$ cat config.mk
export PLATFORM = sky130hd
export DESIGN_NAME = key_debounce
export DESIGN_NICKNAME = d
export VERILOG_FILES = /design/src/rtl/key_debounce_pkg.sv /design/src/rtl/key_debounce_sync_2ff.sv /design/src/rtl/key_debounce.sv
export SDC_FILE = /design/constraint.sdc
export NUM_CORES = 1
export LEC_CHECK = 0
export CORE_MARGIN = 4
export CORE_UTILIZATION = 40
export CTS_BUF_LIST = sky130_fd_sc_hd__clkbuf_8 sky130_fd_sc_hd__clkbuf_16
export DETAILED_ROUTE_END_ITERATION = 6
export PLACE_DENSITY_LB_ADDON = 0.12
export SYNTH_ARGS = -nofsm -noshare
export SYNTH_HDL_FRONTEND = slang
export SYNTH_SLANG_ARGS = --single-unit
$ cat constraint.sdc
create_clock -name CLK -period 2.1 [get_ports CLK]
set_input_delay 0.315 -clock CLK [delete_from_list [all_inputs] [get_ports CLK]]
set_output_delay 0.315 -clock CLK [all_outputs]
set_load 0.03 [all_outputs]
$ cat src/rtl/key_debounce_pkg.sv
// Shared definitions for the key debouncer: FSM state encoding, counter
// width and the default timing constants (also used by clk_divider's T).
package key_debounce_pkg;

  localparam int CNT_W = 30;

  // 20 ms debounce and 1 s long-press at a 50 MHz system clock.
  localparam logic [CNT_W-1:0] T_DEBOUNCE_DEF = 30'd1_000_000;
  localparam logic [CNT_W-1:0] T_LONG_DEF     = 30'd50_000_000;

  typedef enum logic [1:0] {
    IDLE       = 2'd0,
    PRESS_FILT = 2'd1,
    PRESSED    = 2'd2,
    REL_FILT   = 2'd3
  } state_t;

  // The key counts as held down while pressed or while a release is being filtered.
  function automatic logic is_down(input state_t s);
    return (s == PRESSED) || (s == REL_FILT);
  endfunction

endpackage

$ cat src/rtl/key_debounce_sync_2ff.sv
// Two-flop synchroniser for asynchronous pins, with a configurable reset
// value so a pin can reset to its inactive level.
module sync_2ff #(
  parameter logic RESET_VAL = 1'b0
) (
  input  logic clk,
  input  logic rst_n,
  input  logic d,
  output logic q
);

  logic meta;

  // NOTE: sequential state uses non-blocking assignments so both flops
  // sample their inputs from the same edge and form a real 2-stage chain.
  always_ff @(posedge clk) begin
    if (!rst_n) begin
      meta <= RESET_VAL;
      q    <= RESET_VAL;
    end else begin
      meta <= d;
      q    <= meta;
    end
  end

endmodule

$ cat src/rtl/key_debounce.sv
// Push-button debouncer: synchronises the raw pin, filters both edges and
// emits press / release / long-press strobes plus a debounced level.
module key_debounce
  import key_debounce_pkg::*;
#(
  parameter logic [CNT_W-1:0] T_DEBOUNCE     = T_DEBOUNCE_DEF,
  parameter logic [CNT_W-1:0] T_LONG         = T_LONG_DEF,
  parameter logic             KEY_ACTIVE_LOW = 1'b1
) (
  input  logic CLK,
  input  logic RSTn,
  input  logic KEY_In,
  output logic KEY_OK,
  output logic KEY_Release,
  output logic KEY_Long,
  output logic KEY_Level
);

  logic raw_sync;
  logic s_key;

  state_t           state, state_next;
  logic [CNT_W-1:0] deb_cnt, deb_next;
  logic [CNT_W-1:0] hold_cnt, hold_next;
  logic             long_done, long_done_next;
  logic             ok_next, rel_next, long_next;

  // Reset to the released pin level so leaving reset never looks like a press.
  sync_2ff #(
    .RESET_VAL (KEY_ACTIVE_LOW)
  ) u_sync (
    .clk   (CLK),
    .rst_n (RSTn),
    .d     (KEY_In),
    .q     (raw_sync)
  );

  assign s_key = raw_sync ^ KEY_ACTIVE_LOW;

  // NOTE: every signal written here gets a default first, so no path
  // leaves one unassigned and no latch is inferred.
  always_comb begin
    state_next     = state;
    deb_next       = deb_cnt;
    hold_next      = hold_cnt;
    long_done_next = long_done;
    ok_next        = 1'b0;
    rel_next       = 1'b0;
    long_next      = 1'b0;

    // Hold timer runs through release filtering, so a bounce does not restart it.
    if (is_down(state)) begin
      if (hold_cnt != T_LONG - 30'd1) begin
        hold_next = hold_cnt + 30'd1;
      end else if (!long_done) begin
        long_next      = 1'b1;
        long_done_next = 1'b1;
      end
    end

    case (state)
      IDLE: begin
        if (s_key) begin
          state_next = PRESS_FILT;
          deb_next   = '0;
        end
      end
      PRESS_FILT: begin
        if (!s_key) begin
          state_next = IDLE;
          deb_next   = '0;
        end else if (deb_cnt == T_DEBOUNCE - 30'd1) begin
          state_next     = PRESSED;
          ok_next        = 1'b1;
          hold_next      = '0;
          long_done_next = 1'b0;
        end else begin
          deb_next = deb_cnt + 30'd1;
        end
      end
      PRESSED: begin
        if (!s_key) begin
          state_next = REL_FILT;
          deb_next   = '0;
        end
      end
      REL_FILT: begin
        if (s_key) begin
          state_next = PRESSED;
        end else if (deb_cnt == T_DEBOUNCE - 30'd1) begin
          state_next = IDLE;
          rel_next   = 1'b1;
        end else begin
          deb_next = deb_cnt + 30'd1;
        end
      end
      default: state_next = IDLE;
    endcase
  end

  always_ff @(posedge CLK) begin
    if (!RSTn) begin
      state       <= IDLE;
      deb_cnt     <= '0;
      hold_cnt    <= '0;
      long_done   <= 1'b0;
      KEY_OK      <= 1'b0;
      KEY_Release <= 1'b0;
      KEY_Long    <= 1'b0;
      KEY_Level   <= 1'b0;
    end else begin
      state       <= state_next;
      deb_cnt     <= deb_next;
      hold_cnt    <= hold_next;
      long_done   <= long_done_next;
      KEY_OK      <= ok_next;
      KEY_Release <= rel_next;
      KEY_Long    <= long_next;
      KEY_Level   <= is_down(state_next);
    end
  end

endmodule

After elaboration in Yosys (flattened, before gate mapping). Index checks and enable logic that the tools add are counted.

Add/sub/neg operators: 2. Eq/ne operators: 10. Muxes and demuxes: 25. Bitwise logic cells: 3. Reduce and logical (&&, ||, !) cells: 7.

Operator list (number): 30-bit 2-to-1 mux (10); 30-bit case mux with 4 select lines (1); 30-bit by 1-bit adder with 30-bit output (second input constant) (2); 30-bit by 20-bit == test with 1-bit output (second input constant) (1); 30-bit by 26-bit inequality test with 1-bit output (second input constant) (1); 2-bit 2-to-1 mux (6); 2-bit == test (second input constant) (4); 2-bit case mux with 4 select lines (1); 1-bit 2-to-1 mux (7); 3-bit AND reduction (2); 3-bit OR reduction (2); 2-bit by 1-bit inequality test with 1-bit output (second input constant) (2); 1-bit NOT (3); 2-bit by 1-bit == test with 1-bit output (second input constant) (1); 2-bit zero test (1); 1-bit logical OR (2); 2-bit inequality test (second input constant) (1).

Flip-flop bits (word level): 69. Output and inout bits: 4. Word-level logic and storage cells: 57.

Logic depth before layout (Yosys ltp).
Word-level depth: 6. Mapped depth: 7. Gate-level depth less buffers: 6.

Modules after synthesis. A second synthesis with hierarchy kept.

Cells, all modules: 395. Area total of the unflattened synthesis: 3427.0 um^2.

Modules (own cells, without submodules): key_debounce (times used 1, cells an instance 391, area an instance 3374.5 um^2, seq. area each 1341.3 um^2); sync_2ff (times used 1, cells an instance 4, area an instance 52.6 um^2, seq. area each 40.0 um^2).

Worst setup path before layout. OpenSTA, ideal clock, no wires.

Path kind: reg-to-reg. Start point: register deb_cnt[0]. End point: register deb_cnt[26]. Library setup time: 0.074 ns. Arrival time: 2.031 ns. Setup slack: -0.005 ns. Cell stages (with the launch flop): 7. Period minus slack after synthesis: 2.105 ns. Cells stage by stage: dfxtp_1 ha_1 nand3_1 or3_1 or4_4 or4_1 a21oi_1.

Word-level cells in the longest chain between the ends: 4. Elaborated cells between the ends (all ways): 6. Those cells by class: 1 x add/sub; 1 x eq/ne; 4 x mux.

RTL lines: start: declaration (RTL line key_debounce.sv:23) `logic [CNT_W-1:0] deb_cnt, deb_next;`; start signal: assignment (RTL line key_debounce.sv:113) `deb_cnt <= deb_next;`; 30-bit by 1-bit adder with 30-bit output or 30-bit by 20-bit == test with 1-bit output (tied branches); 30-bit 2-to-1 mux * (RTL line key_debounce.sv:72, key_debounce.sv:90); 30-bit 2-to-1 mux, on equally long branches (RTL line key_debounce.sv:88, key_debounce.sv:69); 30-bit case mux with 4 select lines * (RTL line key_debounce.sv:61) `case (state)`.

Mark *: on every way between the ends. The rest lies on a longest branch, timed or not. The select of a mux whose other input is x is not followed. A chain may end at the register's enable or synchronous reset.

Worst setup path in the final report.
Start point: register deb_cnt[1]. End point: register deb_cnt[26].

Same word-level chain as after synthesis.

==> results.py <==
metrics = {
    "hold_path": {
        "holdPathEnd": "u_sync.q",
        "hold_class": "reg2reg",
        "worstHoldStart": "u_sync.meta",
        "min_path_cells": 1,
    },
    "global_routing": {
        "track_usage": 0.173,
        "grt_pass1_vias": 2793,
        "antenna_found_initial": 0,
        "grt_util_met2": 0.242,
        "grtUsageMet3": 0.0288,
        "busiest_layer": "met1",
        "grt_pass1_wl_um": 13900,
        "grt_overflow": 0,
        "grt_max_degree": 32,
        "met1_usage": 0.260,
    },
    "detailed_routing": {
        "avgRoutedWirePerCell_um": 15.1,
        "drt_iter0_markers": 210,
        "dr.pass1.iters": 5,
        "ant_nets": 0,
        "drt_drc_violations_left": 0,
        "via_count": 3049,
        "routed_wl_um": 8210,
        "viasPerCell": 5.60,
    },
    "clock_network": {
        "insertion_delay_ps": 340,
        "clk_path_buf_depth": 2,
        "cts_htree_levels": 3,
        "path_clk_slew_ps": 80,
        "cts_tree": "built",
        "cts.sinks": 69,
        "cts-hold-fix-buffers": 0,
        "cts-buffers-inserted": 9,
        "clock-root-buffer": "clkbuf_8",
    },
    "placed_design": {
        "placedCellCount": 525,
        "gp_congestion": 0.807,
        "dp_slack_ps": -26.2,
        "hpwlAfterDp_um": 5630,
        "io_buffers": 6,
    },
    "sta": {
        "whs_ps": 417,
        "slew_viol_final": 0,
        "timing.fmax_mhz": 482,
        "period_needed_ps": 2070,
        "tightest_slew_ps": 550,
        "finalCritPeriodShare": 0.987,
        "slew_headroom": 0.633,
        "rsz0062_at_grt": "true",
        "hold_violations": 0,
        "skew_ps": 10.4,
        "setup_viol": 0,
        "worst_slack_ps": 27.4,
    },
    "setup_path": {
        "path_cells": "ha_4 > nand3_2 > or3_4 > or4_4 > or4_1 > a21oi_2",
        "path_class": "reg2reg",
        "critPathMaxStageDelay_ps": 500,
        "critPathMaxFanout": 4,
        "worstSetupStartpointType": "flip-flop",
        "r2r_cells": 6,
        "r2r-end": "deb_cnt[26]",
        "endpoint_kind": "flip-flop",
        "cp.required_ps": 2380,
        "cp-startpoint": "deb_cnt[1]",
        "cp.arrival_ps": 2350,
        "r2r-start": "deb_cnt[1]",
        "r2r_setup_slack_ps": 30,
        "cpMaxStageDelayCell": "or4_4",
    },
    "finish": {
        "nFillCells": 796,
        "fin_nets": 439,
        "antenna_cells": 0,
        "layout.cells.non_filler": 544,
        "drive_above_1_share": 0.164,
        "syn_to_final_growth_pct": 20.9,
    },
    "synthesis": {
        "syn-cell-area_sq_um": 3360,
        "synth.distinct_cells": 44,
        "syn-num-nets": 407,
        "yosys_warnings": 0,
        "async_reset_ff_frac": 0,
        "synth_edf_count": 0,
        "yosysSeqAreaShare": 0.411,
        "synth-seq-cells": 69,
        "avgSynthCellArea_sq_um": 8.35,
        "netlist_instances": 402,
        "synth_ff_type": "dfxtp_1",
    },
    "floorplan": {
        "core_sq_um": 8180,
        "ios": 7,
        "die_h_um": 99.6,
        "start_util": 0.411,
        "rows": 33,
        "dieArea_sq_um": 9930,
        "fp.dieW_um": 99.6,
    },
    "pwr": {
        "powerDensity_nw_per_um2": 674,
        "max-vdd-ir-drop_v": 0.000365,
        "p_leak_uw": 0.00139,
        "finalPower_uw": 2730,
    },
    "job": {
        "max-cap-violations": 0,
    },
    "status": {
        "outcome": "finished clean",
    },
}
worst max-delay path, delay by kind of cell (launching register included):
kind / cells / cell delay (ps)
flip-flops: 1 / 360
adder cells (fa/ha/maj): 1 / 150
AO/OA/AOI/OAI: 1 / 120
AND/OR/NAND/NOR: 4 / 1370
kinds of logic after synthesis:
group                      Yosys count  share of synthesized area
and+or+nand+nor                    218                      0.363
DFF                                 69                      0.411
AOI/OAI and AO/OA                   57                      0.101
xor gates and xnor gates            31                     0.0808
buffers and inverters               22                     0.0276
muxes                                3                    0.00894
adders and majority gates            2                    0.00745
Yosys cell counts (2+ instances only):
| cell | count | area [sq um] |
|---|---|---|
| o211ai_1 | 5 | 37.5 |
| or4_1 | 8 | 60.1 |
| inv_1 | 7 | 26.3 |
| nor4bb_1 | 2 | 20.0 |
| nand2_1 | 35 | 131 |
| clkbuf_1 | 9 | 33.8 |
| nand4_1 | 23 | 144 |
| nand2b_1 | 3 | 18.8 |
| and2_1 | 8 | 50.1 |
| nor2_1 | 43 | 161 |
| a21oi_1 | 21 | 105 |
| and4_1 | 7 | 61.3 |
| xnor2_1 | 6 | 52.6 |
| nor4_1 | 12 | 75.1 |
| or4_4 | 2 | 22.5 |
| mux2i_1 | 3 | 30.0 |
| dfxtp_1 | 69 | 1380 |
| o31ai_1 | 4 | 30.0 |
| nor3b_1 | 3 | 22.5 |
| nand3_1 | 22 | 110 |
| buf_2 | 5 | 25.0 |
| o21ai_0 | 18 | 90.1 |
| xor2_1 | 25 | 219 |
| and3_1 | 14 | 87.6 |
| nor4b_1 | 7 | 61.3 |
| nor3_1 | 6 | 30.0 |
| or3_1 | 17 | 106 |
| ha_1 | 2 | 25.0 |
through the flow:
step,TNS (ps),instance area (sq um),util
6_report,0,4060,0.496
5_1_grt,-36.9,4060,0.496
4_1_cts,0,3970,0.486
3_5_place_dp,-26.2,3710,0.453
3_3_place_gp,0,3710,0.453
2_1_floorplan,0,3370,-
routing by layer:
metal,wire (um),vias to the layer above
met5,0,-
met4,121,0
met3,331,8
met2,3450,57
met1,4300,1454
li1,-,1530
worst max-delay path by stage:
stage,depth (start not counted),endpoint,slack [ps]
after global placement,8,hold_cnt[5],7
after CTS,6,deb_cnt[26],30
final,6,deb_cnt[26],30
after floorplan,6,deb_cnt[26],7
after detailed placement,6,deb_cnt[26],-30
after global routing,6,deb_cnt[26],-40
flip-flops by register name (all words and copies together), names as in the netlist:
signal / cells
KEY_Level: 1
KEY_Long: 1
KEY_OK: 1
KEY_Release: 1
deb_cnt: 30
hold_cnt: 30
long_done: 1
state: 2
u_sync.meta: 1
u_sync.q: 1
cells in the final DEF (no fill, tap or decap), types with 2 or more instances in the layout:
cell type,Yosys,routed
dfxtp_1,69,60
nor2_1,43,43
nand2_1,35,34
buf_4,1,28
xor2_1,25,25
nand4_1,23,23
nand3_1,22,21
a21oi_1,21,20
o21ai_0,18,17
or3_1,17,16
and3_1,14,14
nor4_1,12,10
clkbuf_8,0,10
dfxtp_2,0,9
and2_1,8,8
or4_1,8,8
and4_1,7,7
inv_1,7,7
nor4b_1,7,6
nor3_1,6,6
xnor2_1,6,6
clkdlybuf4s50_1,0,6
o211ai_1,5,5
o31ai_1,4,4
nor3b_1,3,3
nor4_2,1,3
mux2i_1,3,3
nand2b_1,3,3
bufinv_16,0,3
or3_4,1,2
or4_4,2,2
clkinvlp_4,0,2
power by group:
group / internal, uW / switching, uW
Clock: 819 / 519
Combinational: 32.2 / 48.6
Sequential: 1310 / 3.13
repair_timing:
item,4_1_cts,5_1_grt
pin swaps,2,2
setup buffers,0,2
endpoints found under the setup margin,1,44
resized for setup,3,15
gates cloned,0,1
area by class of cell:
type                    count  area [sq um]  area share
clock inverters             6           110      0.0271
inverters                   7          26.3     0.00647
multi-input cells         311          1950       0.479
well taps                 105           131      0.0324
repair buffers             36           315      0.0777
flip-flops and latches     69          1390       0.343
clock buffers              10           138      0.0339
(Power assumes the default switching activity.)
==> RTL edit 1 (config.mk and constraints unchanged) <==
Compare `deb_cnt` against `T_DEBOUNCE - 30'd1` with >= in place of ==.
--- a/src/rtl/key_debounce.sv
+++ b/src/rtl/key_debounce.sv
@@ -89,3 +89,3 @@
           state_next = PRESSED;
-        end else if (deb_cnt == T_DEBOUNCE - 30'd1) begin
+        end else if (deb_cnt >= T_DEBOUNCE - 30'd1) begin
           state_next = IDLE;
Check against the original RTL: same outputs for any inputs over 10 cycles, from zero or initial values and one cycle with RSTn low; that may be too few to reach the edited logic, so the function may still have changed.
==> RTL edit 1 against the original RTL <==
- the flow now finishes with violations (setup timing)
- first-iteration DRC count fell by 36%
- power down 2.6%
- cell area grew 19%
- sequential cell count unchanged
- area after synthesis grew 4.4%
- sequential share of layout area shrank 5.4 points
- utilization increased by 7.8 points
- combinational power grew 67%
- setup slack got worse by 170 ps
- global-route usage increased by 2.0 points
- sequential power hardly changed
- die area increased by 4.0%
- routed wire length grew 14%
- critical path type unchanged
==> RTL edit 1: results (changes against the original RTL) <==
GRT
The total track usage is 0.194 (+0.0202). The first-pass GRT wire length is 15.8 mm (+14%). The pin count of the biggest net entering global routing is 25 (-22%). The initial antenna violation count was 0 (unchanged). The number of global-route vias before repair is 3376 (+21%).

Finish
The storage element area is 0.00139 sq mm (about the same). The largest registers in the layout are deb_cnt (30), hold_cnt (30), state (2). The number of nets in the final layout was 512 (+17%). The count of non-filler cells in the finished layout is 617 (+13%). The number of inserted diodes was 0 (unchanged). The total of fill cells in the finished design was 746 (-6.3%). The share of final-layout standard cells stronger than drive strength 1 is 0.311 (+0.147).

Synthesis
By count the netlist is led by sky130_fd_sc_hd__dfxtp_1 (69), sky130_fd_sc_hd__nand2_1 (54), sky130_fd_sc_hd__nor2_1 (50). The post-synthesis share of cell area spent on xor and xnor gates is 0.0625 (-0.0184). The portion of netlist area occupied by mux cells is 0.00286 (-0.00609).

The post-synthesis instance total is 437 (+8.7%). The register area share after synthesis is 0.394 (-0.0172). The count of unique library cells instantiated by Yosys came to 52 (+18%). The area share of fa/ha/maj cells after synthesis came to 0.00714 (-0.000311). The fraction of the mapped netlist area in compound gates is 0.155 (+0.0540). The count of yosys warnings during synthesis is 0 (unchanged). By area the synthesized netlist is led by sky130_fd_sc_hd__dfxtp_1 (39%), sky130_fd_sc_hd__nand2_1 (5.8%), sky130_fd_sc_hd__nor2_1 (5.4%).

Setup path
The cell type of the slowest stage on the worst timing path is sky130_fd_sc_hd__or4_4. The maximum single-stage delay on the critical path is 460 ps (-40 ps). The critical path arrival is 2480 ps (+130 ps). The beginning of the worst register-to-register path is deb_cnt[1]. Grouping stages by cell kind, the critical path spends the most delay in simple AND/OR/NAND/NOR gates.

The destination of the worst register-to-register timing path is hold_cnt[11]. The maximum fanout along the worst path is 8 (+4). The worst-case reg-to-reg path depth came to 9 (+3).

Pwr
The total leakage power is 1.63 nW (+17%). The peak supply drop is 0.394 mV (+7.9%).

Timing
The worst hold slack across all endpoints was 422 ps (+4.79 ps). The slew at the pin with the worst max-slew slack came to 362 ps (-188 ps). The final-layout setup total negative slack is -5730 ps (-5730 ps). The worst setup skew after layout is 13.1 ps (+2.72 ps).

The number of failing setup endpoints in the final timing report was 55 (+55). The final worst slack is -145 ps (-173 ps).

Routing
The total via count in the routed design is 3463 (+14%). The initial DRC count was 135 (-36%). The mean routed wirelength per cell was 15.2 microns (+0.84%).

The first-pass iteration count of the detailed router is 4 (-1).

Placement
The post-detailed-placement half-perimeter wirelength is 6.39 mm (+13%). The cell count after placement is 588 (+12%). The weighted congestion reported at the end of routability-driven placement is 0.863 (+6.9%). The total of buffers placed on input and output ports is 6 (unchanged).

The placed instance area is 0.00414 sq mm (+12%).

Clock tree
At the later pin of the worst-skew pair, clock insertion delay measures 350 ps. In this run the clock root is driven by a sky130_fd_sc_hd__clkbuf_8. The number of CTS-inserted buffers came to 9 (unchanged).

Worst hold path
The worst hold endpoint is KEY_Long. The number of instances on the worst hold path is 1 (unchanged). The worst hold path begins at long_done.

Outcome
The flow ran to the end, but the final reports show violations. The final reports fail on setup timing.
-- RTL edit 1: cell types whose count changed in the layout (fill, tap and decap cells not counted), sizes merged, moves of 4 or more --
cell / before / now
nand4: 23 / 19
xor2: 25 / 16
nand2: 35 / 54
o21ai: 18 / 24
nor3: 6 / 10
nand2b: 3 / 7
or2: 1 / 5
o221a: 0 / 7
and2: 8 / 3
a21oi: 21 / 27
nor4: 13 / 7
nor4b: 7 / 2
nor2: 43 / 50
buf: 29 / 73
-- RTL edit 1: worst max-delay path by stage --
stage	from	to	slack (ps)
2_1_floorplan	deb_cnt[14]	deb_cnt[1]	-120
3_3_place_gp	deb_cnt[1]	deb_cnt[9]	-140
3_5_place_dp	deb_cnt[1]	deb_cnt[11]	-150
4_1_cts	deb_cnt[1]	deb_cnt[22]	-130
5_1_grt	deb_cnt[20]	hold_cnt[11]	-240
6_report	deb_cnt[1]	hold_cnt[11]	-150
-- RTL edit 1: layer usage --
layer  global-route usage  up-vias  wire length, microns
met3               0.0475       18                   363
li1                     -     1722                     -
met5                    0        -                     0
met4               0.0654        0                   178
met2                0.334       62                  4810
met1                0.235     1661                  4030
-- RTL edit 1: final cells by class --
class | instances | share of cell area
Clock buffer | 9 | 0.0257
Clock inverter | 7 | 0.0203
Inverter | 8 | 0.00623
Multi-Input combinational cell | 340 | 0.478
Sequential cell | 69 | 0.289
Tap cell | 105 | 0.0273
Timing Repair Buffer | 79 | 0.154
-- RTL edit 1: where the power goes --
part	switching, W	internal, W
Clock	0.000543	0.000675
Combinational	0.0000774	0.0000574
Sequential	0.000000758	0.00131
Total	0.000622	0.00204
-- RTL edit 1: timing repair --
action / CTS / global route
buffers inserted: 7 / 2
pin swaps: 20 / 15
cloned: 4 / 0
endpoints found under the setup margin: 59 / 61
resized for setup: 35 / 56
==> RTL edit 2 (config.mk and constraints unchanged) <==
Without the edit above. Set the package constant `CNT_W` to 26 (it was 30).
--- a/src/rtl/key_debounce_pkg.sv
+++ b/src/rtl/key_debounce_pkg.sv
@@ -4,3 +4,3 @@
 
-  localparam int CNT_W = 30;
+  localparam int CNT_W = 26;
 
Check against the original RTL: no difference found for any inputs over 10 cycles, from zero or initial values and one cycle with RSTn low; that may be too few to reach the edited logic, so the function may still have changed.
==> RTL edit 2 against the original RTL <==
- setup slack improved by 80 ps
- critical path depth unchanged
- power decreased by 18%
- worst hold slack got worse by 7.3 ps
- cell area decreased by 14%
- area after synthesis decreased by 13%
- fmax increased by 4.0%
- sequential cell count decreased by 8
- routed wire length decreased by 21%
- clock power decreased by 25%
- critical path type unchanged
==> RTL edit 2: results (changes against the original RTL) <==
GRT
The initial antenna violation count is 0 (unchanged). The first-pass GRT wire length is 11.0 mm (-21%). The number of global-route vias before repair was 2335 (-16%). The total track usage was 0.157 (-0.0162). The pin count of the biggest net entering global routing is 14 (-56%).

Routing
The first-pass iteration count of the detailed router is 4 (-1). The total via count in the routed design is 2566 (-16%). The remaining routing DRC violations was 0 (unchanged). The initial DRC count is 111 (-47%). The wire length reported by the detailed router is 6.49 mm (-21%).

Timing
The worst hold slack across all endpoints is 409 ps (-7.31 ps). The worst setup skew after layout is 12.1 ps (+1.70 ps). The headroom to the max-slew limit is 0.563 (-0.0701). The fraction of the cycle the final worst path needs is 0.949 (-0.0383).

Clock tree
The H-tree level count is 3 (unchanged). The number of buffers between clock root and the deepest sink was 2 (unchanged). Clock tree synthesis selected as its root buffer the cell sky130_fd_sc_hd__clkbuf_8. The clock-pin slew reported for the worst setup and hold paths after clock tree synthesis is 60 ps (-20 ps). The number of CTS-inserted buffers is 9 (unchanged). The worst-skew pair later-pin latency is 340 ps (about the same).

Finish
The largest registers in the layout are deb_cnt (26), hold_cnt (26), state (2). The share of final-layout standard cells stronger than drive strength 1 is 0.132 (-0.0321). The number of nets in the final layout came to 379 (-14%). The count of non-filler cells in the finished layout is 475 (-13%). The total of fill cells in the finished design is 677 (-15%). The number of inserted diodes came to 0 (unchanged).

Synthesis
The register area share after synthesis is 0.416 (+0.00452). The synthesized netlist net count was 349 (-14%). By area the synthesized netlist is led by sky130_fd_sc_hd__dfxtp_1 (42%), sky130_fd_sc_hd__xor2_1 (8.4%), sky130_fd_sc_hd__nor2_1 (6.1%). The mean instance size in the synthesized netlist is 8.54 sq um (+2.2%). The count of yosys warnings during synthesis came to 0 (unchanged). The post-synthesis async set-or-reset flop share is 0 (unchanged). The count of unique library cells instantiated by Yosys was 44 (unchanged). The commonest register cell after synthesis is sky130_fd_sc_hd__dfxtp_1. The commonest cells after synthesis are sky130_fd_sc_hd__dfxtp_1 (61), sky130_fd_sc_hd__nor2_1 (48), sky130_fd_sc_hd__xor2_1 (28).

Pwr
The peak supply drop is 0.386 mV (+5.7%). The total leakage power is 1.23 nW (-11%).

Placement
The post-detailed-placement half-perimeter wirelength is 4.71 mm (-16%). The worst setup slack after placement is 73.7 ps (+99.9 ps). The cell count after placement was 457 (-13%). The weighted congestion reported at the end of routability-driven placement came to 0.842 (+4.3%). The total of buffers placed on input and output ports is 6 (unchanged).

Outcome
The flow ran to the end, and the final reports show no timing, DRC or antenna violations.

Setup path
The maximum fanout along the worst path was 4 (unchanged). The critical path arrival is 2270 ps (-80 ps). The slack of the worst reg-to-reg path came to 110 ps (+80 ps).

Worst hold path
The path class of the tightest hold or removal check is reg2reg.
RTL edit 2: changes by cell type after synthesis, sizes merged, moves of 4 or more:
cell,delta
a21oi,-13
and2,-5
dfxtp,-8
nand2,-11
nand3,-7
nor2,+5
o21a,+4
o21ai,-10
or3,-17
RTL edit 2: worst paths after layout:
| check | startpoint | endpoint | cells past startpoint |
|---|---|---|---|
| setup / recovery | deb_cnt[1] | deb_cnt[16] | 6 |
| hold / removal | u_sync.meta | u_sync.q | 1 |
| setup reg to reg | deb_cnt[1] | deb_cnt[16] | 6 |
| hold reg to reg | u_sync.meta | u_sync.q | 1 |
RTL edit 2: worst max-delay path, cell delays in order (launching register included):
cell and delay [ps]:
sky130_fd_sc_hd__dfxtp_1 380, sky130_fd_sc_hd__ha_1 220, sky130_fd_sc_hd__nand4_1 100, sky130_fd_sc_hd__or4_1 440, sky130_fd_sc_hd__or2_4 260, sky130_fd_sc_hd__or4_1 390
sky130_fd_sc_hd__a21oi_1 140
RTL edit 2: cell type report:
class / instances / share of cell area
clock buffer: 10 / 0.0396
inverter: 6 / 0.00648
tap: 96 / 0.0346
timing repair buffer: 31 / 0.0734
multi-input combinational: 265 / 0.478
clock inverter: 6 / 0.0158
sequential: 61 / 0.352
RTL edit 2: metrics by stage:
| stage | area [sq um] | util |
|---|---|---|
| 2_1_floorplan | 2940 | - |
| 3_3_place_gp | 3240 | 0.466 |
| 3_5_place_dp | 3240 | 0.466 |
| 4_1_cts | 3430 | 0.494 |
| 5_1_grt | 3480 | 0.501 |
| 6_report | 3480 | 0.501 |
RTL edit 2: logic make-up after synthesis:
family                     after synthesis  synth area share
DFF                                     61             0.416
muxes                                    2           0.00682
buffers and inverters                   18            0.0251
and+or+nand+nor                        183             0.341
AOI/OAI and AO/OA                       43            0.0980
adders and majority gates                2           0.00852
xor gates and xnor gates                35             0.104
RTL edit 2: report_power, final:
group / internal (W) / total (W) / leakage [nW] / switching, W
clock: 0.000567 / 0.00101 / 0.105 / 0.000447
sequential: 0.00116 / 0.00117 / 0.492 / 0.00000386
combinational: 0.0000267 / 0.0000689 / 0.638 / 0.0000422
total: 0.00175 / 0.00225 / 1.23 / 0.000493
RTL edit 2: per-layer routing:
layer  wire length, microns  track usage
met3                    218       0.0385
met1                   3080        0.191
met5                      0            0
met2                   3080        0.259
met4                    112       0.0746
RTL edit 2: repair_timing:
item                                    in CTS  in global routing
endpoints found under the setup margin       0                 29
buffers inserted                             0                  2
gates resized for setup                      0                  7
